--- src/rtl/button_pulser.sv ---
// Turns five debounced button levels into registered one-cycle press pulses.
// Define BUTTON_REPEAT_EN to build the U/D auto-repeat engine timed from i_clk1KHz.
module button_pulser #(
    parameter int unsigned HOLD_MS   = 500,
    parameter int unsigned REPEAT_MS = 100
) (
    input  logic clk,
    input  logic reset_n,
    input  logic i_clk1KHz,
    input  logic i_B_U,
    input  logic i_B_D,
    input  logic i_B_L,
    input  logic i_B_R,
    input  logic i_B_C,
    output logic o_p_U,
    output logic o_p_D,
    output logic o_p_L,
    output logic o_p_R,
    output logic o_p_C,
    output logic o_any
);

    if (HOLD_MS < 1 || HOLD_MS > 1023) begin : g_bad_hold
        $error("HOLD_MS must be in 1..1023");
    end
    if (REPEAT_MS < 1 || REPEAT_MS > 1023) begin : g_bad_repeat
        $error("REPEAT_MS must be in 1..1023");
    end

    // Bit order everywhere: 0=U, 1=D, 2=L, 3=R, 4=C
    logic [4:0] btn;
    logic [4:0] sync1_q;
    logic [4:0] sync2_q;
    logic [4:0] prev_q;
    logic [4:0] rise;
    logic [4:0] rep;
    logic [4:0] pulse_q;
    logic       any_q;

    assign btn  = {i_B_C, i_B_R, i_B_L, i_B_D, i_B_U};
    assign rise = sync2_q & ~prev_q;

    always_ff @(posedge clk or negedge reset_n) begin
        if (!reset_n) begin
            sync1_q <= '0;
            sync2_q <= '0;
            prev_q  <= '0;
            pulse_q <= '0;
            any_q   <= 1'b0;
        end else begin
            sync1_q <= btn;
            sync2_q <= sync1_q;
            prev_q  <= sync2_q;
            pulse_q <= rise | rep;
            any_q   <= |(rise | rep);
        end
    end

    assign o_p_U = pulse_q[0];
    assign o_p_D = pulse_q[1];
    assign o_p_L = pulse_q[2];
    assign o_p_R = pulse_q[3];
    assign o_p_C = pulse_q[4];
    assign o_any = any_q;

`ifdef BUTTON_REPEAT_EN
    typedef enum logic [1:0] {StIdle, StDelay, StRepeat, StLock} state_e;

    localparam logic [9:0] HoldLast   = 10'(HOLD_MS - 1);
    localparam logic [9:0] RepeatLast = 10'(REPEAT_MS - 1);

    state_e     state_q;
    logic [9:0] cnt_q;
    logic       owner_q;
    logic       k_sync1_q;
    logic       k_sync2_q;
    logic       k_prev_q;
    logic       ms_tick;
    logic       own_held;
    logic       other_held;
    logic       cnt_hit;
    logic       fire;

    assign ms_tick    = k_sync2_q & ~k_prev_q;
    assign own_held   = owner_q ? sync2_q[1] : sync2_q[0];
    assign other_held = owner_q ? sync2_q[0] : sync2_q[1];

    always_comb begin
        cnt_hit = 1'b0;
        case (state_q)
            StDelay:  cnt_hit = (cnt_q == HoldLast);
            StRepeat: cnt_hit = (cnt_q == RepeatLast);
            default:  cnt_hit = 1'b0;
        endcase
        // Release and lock take priority over a tick landing in the same cycle
        fire   = ms_tick & own_held & ~other_held & cnt_hit;
        rep    = '0;
        rep[0] = fire & ~owner_q;
        rep[1] = fire & owner_q;
    end

    always_ff @(posedge clk or negedge reset_n) begin
        if (!reset_n) begin
            k_sync1_q <= 1'b0;
            k_sync2_q <= 1'b0;
            k_prev_q  <= 1'b0;
            state_q   <= StIdle;
            cnt_q     <= '0;
            owner_q   <= 1'b0;
        end else begin
            k_sync1_q <= i_clk1KHz;
            k_sync2_q <= k_sync1_q;
            k_prev_q  <= k_sync2_q;
            case (state_q)
                StIdle: begin
                    if ((rise[0] | rise[1]) && (sync2_q[0] ^ sync2_q[1])) begin
                        state_q <= StDelay;
                        owner_q <= sync2_q[1];
                        cnt_q   <= '0;
                    end
                end
                StDelay, StRepeat: begin
                    if (!own_held) begin
                        state_q <= StIdle;
                        cnt_q   <= '0;
                    end else if (other_held) begin
                        state_q <= StLock;
                        cnt_q   <= '0;
                    end else if (ms_tick) begin
                        if (cnt_hit) begin
                            state_q <= StRepeat;
                            cnt_q   <= '0;
                        end else begin
                            cnt_q <= cnt_q + 10'd1;
                        end
                    end
                end
                StLock: begin
                    if (!sync2_q[0] && !sync2_q[1]) begin
                        state_q <= StIdle;
                    end
                end
                default: state_q <= StIdle;
            endcase
        end
    end
`else
    logic unused_clk1k;

    assign unused_clk1k = i_clk1KHz;
    assign rep          = '0;
`endif

endmodule

--- config.mk ---
export PLATFORM = sky130hd
export DESIGN_NAME = button_pulser
export DESIGN_NICKNAME = d
export VERILOG_FILES = /design/src/rtl/button_pulser.sv
export SDC_FILE = /design/constraint.sdc
export NUM_CORES = 1
export LEC_CHECK = 0
export ABC_AREA = 1
export BUFFER_PORTS_ARGS = -buffer_cell sky130_fd_sc_hd__buf_2
export CORE_AREA = 10 10 47 49
export DETAILED_ROUTE_END_ITERATION = 8
export DIE_AREA = 0 0 57 59
export HOLD_SLACK_MARGIN = 0.02
export PLACE_DENSITY = 0.7
export SYNTH_ARGS = -nofsm -noshare
export SYNTH_HDL_FRONTEND = slang
export SYNTH_SLANG_ARGS = --single-unit
export TNS_END_PERCENT = 30
--- constraint.sdc ---
create_clock -name clk -period 1.1 [get_ports clk]
set_clock_uncertainty 0.15 [all_clocks]
set_input_delay 0.22 -clock clk [delete_from_list [all_inputs] [get_ports clk]]
set_output_delay 0.22 -clock clk [all_outputs]
set_load 0.03 [all_outputs]
==> results_dict.tcl <==
set metrics [dict create \
    detail_route.first_pass.iterations 1 \
    worst_setup_path_end_kind "output pin" \
    ys_seq_elements 21 \
    synth-simple-area-share 0.0777 \
    syn_avg_cell_area_um2 15.7 \
    fin_crit_ns 1.19 \
    grt_start_max_net_pins 22 \
    dieHeight_um 59 \
    synth_top_family_by_area "simple AND/OR/NAND/NOR gates" \
    area_growth_pct 33.5 \
    placed_area_um2 692 \
    routedWlPerCell_um 11.2 \
    fin_util 0.583 \
    routed_wl_um 861 \
    r2r_slack_ns 0.17 \
    max-cap-violations 0 \
    synth_top_area_share 0.859 \
    grt-ovfl-total 0 \
    core_um2 1400 \
    insertion_delay_ns 0.29 \
    cp_max_fo 1 \
    fmax_ghz 0.841 \
    postRouteAntennaNets 0 \
    synthTopCellsByCount "dfrtp_1, inv_1, nand2_2" \
    synth_nets 47 \
    synth_seq_area_share 0.859 \
    worstPathRequired_ns 0.73 \
    maxSlewHeadroom 0.710 \
    slew_viol_final 0 \
    rows 14 \
    whs_endpoint "sync2_q[1]" \
    hold_start "sync1_q[1]" \
    final_area_um2 817 \
    track_usage 0.0615 \
    initial_core_util 0.437 \
    cts.clk_slew.worst_paths_ns 0.11 \
    synth_compound_area_frac 0.00818 \
    async_reset_ff_frac 1.00 \
    setup.worst_path.start_class "register" \
    synth_cell_types 8 \
    leakagePower_nw 0.429 \
    cts_tree "done" \
    crit_family "flip-flops" \
    finalSetupViolations 6 \
    netlist_top_cells_area "dfrtp_1, inv_1, nand2_2" \
    die_width_um 57 \
    place_congestion 0.604 \
    via_per_inst 4.19 \
    drive_gt1_frac 0.344 \
    final-hold-violation-count 0 \
    syn_inst 39 \
    cts_max_level 1 \
    ir_drop_mv 0.890 \
    grt_pass1_vias 365 \
    setup_tns_ns -0.501 \
    reg2reg_depth 4 \
    cts_sinks 21 \
    path_buf_inv 1 \
    io_pins 14 \
    hold_path_class "reg2reg" \
    cp_cell_sequence "buf_6" \
    hold_depth 0 \
    dp.final_hpwl_um 596 \
    slowest_stage "dfrtp_1" \
    ys_warn_count 0 \
    syn_area_um2 612 \
    num_antenna_cells 0 \
    violations "setup timing" \
    synth_xor_area_frac 0 \
    synth_most_common_cell "dfrtp_1" \
    cts_buffer_depth 2 \
    critPathKind "reg2out" \
    drt_iter0_drc 0 \
    arrival_ns 0.82 \
    die_area_um2 3360 \
    vias 323 \
    timing.rr.end "o_any" \
    synth_mux_area_frac 0 \
    cts-root-buf "clkbuf_4" \
    outcome "finished with violations" \
    antenna_found_initial 0 \
    p_per_area_nw_per_um2 1580 \
    fin_crit_sh 1.08 \
    route.detailed.drc 0 \
    cts_inserted_buffers 3 \
    r2r_start "sync2_q[2]" \
    rsz0062_at_grt "yes" \
    synth_ff_type "dfrtp_1" \
    synth_adder_area_share 0 \
    holdWs_ns 0.215 \
    synth-edff-count 0 \
    grt_pass1_wl_um 1530 \
    worst_slack_ns -0.0890 \
    yosysTopAreaCell "dfrtp_1" \
    worstMarginPinSlew_ns 0.435 \
    nets 70 \
    dp_slack_ns 0.188 \
    slowest_delay_ns 0.39 \
    io_buffer_count 12 \
    fill_cells 130 \
]
metrics by stage:
step | power [mW] | cells
after global placement | 0.924 | 67
after floorplan | 0.886 | 39
after CTS | 1.32 | 77
after detailed placement | 0.931 | 67
after global routing | 1.37 | 77
final | 1.29 | 77
cells by family after synthesis:
kind of cell / count (synthesis)
AOI/OAI and AO/OA: 1
buffers and inverters: 9
DFF: 21
and+or+nand+nor: 8
timing repair:
item / in CTS / in global routing
buffers inserted: 0 / 0
endpoints found under the setup margin: 6 / 6
hold endpoints to repair: 26 / 0
gates resized for setup: 12 / 0
hold buffers: 6 / 0
flip-flops by register name, summed over array words and instances (netlist names):
name and cells:
o_any 1, prev_q 5, sync2_q 5, sync1_q 5, pulse_q 5
how the worst max path moves through the flow:
stage / from / endpoint / slack (ns) / cells after the start
floorplan: sync2_q[2] / o_any / 0.24 / 4
CTS: pulse_q[0] / o_p_U / -0.11 / 1
global route: pulse_q[2] / o_p_L / -0.14 / 1
detailed placement: sync2_q[2] / o_any / 0.19 / 4
finish: pulse_q[0] / o_p_U / -0.09 / 1
global placement: sync2_q[2] / o_any / 0.22 / 4
routing by layer:
metal / GRT usage / wire length (um) / vias to the layer above
li1: - / - / 153
met1: 0.0559 / 326 / 157
met2: 0.0946 / 455 / 11
met3: 0.0408 / 71 / 2
met4: 0.0503 / 8 / 0
met5: 0 / 0 / -
layout make-up:
type / instances / area [um^2] / area share
inverter: 9 / 33.8 / 0.0413
multi-input combinational: 9 / 52.6 / 0.0643
sequential: 21 / 526 / 0.643
timing repair buffer: 18 / 158 / 0.193
clock inverter: 1 / 5.00 / 0.00613
tap: 16 / 20.0 / 0.0245
clock buffer: 3 / 22.5 / 0.0276
report_power, final:
group	total (mW)	switching (mW)	internal, mW
logic	0.117	0.0631	0.0541
clock network	0.349	0.213	0.135
registers	0.829	0.0172	0.812
layout by cell type (no fill, tap or decap), drive strengths merged:
cell,instances
clkinv,1
dfrtp,21
buf,12
dlygate4sd3,6
nand2,5
nor2,3
inv,9
clkbuf,3
o21ai,1
Power figures use the tool's default switching activity.
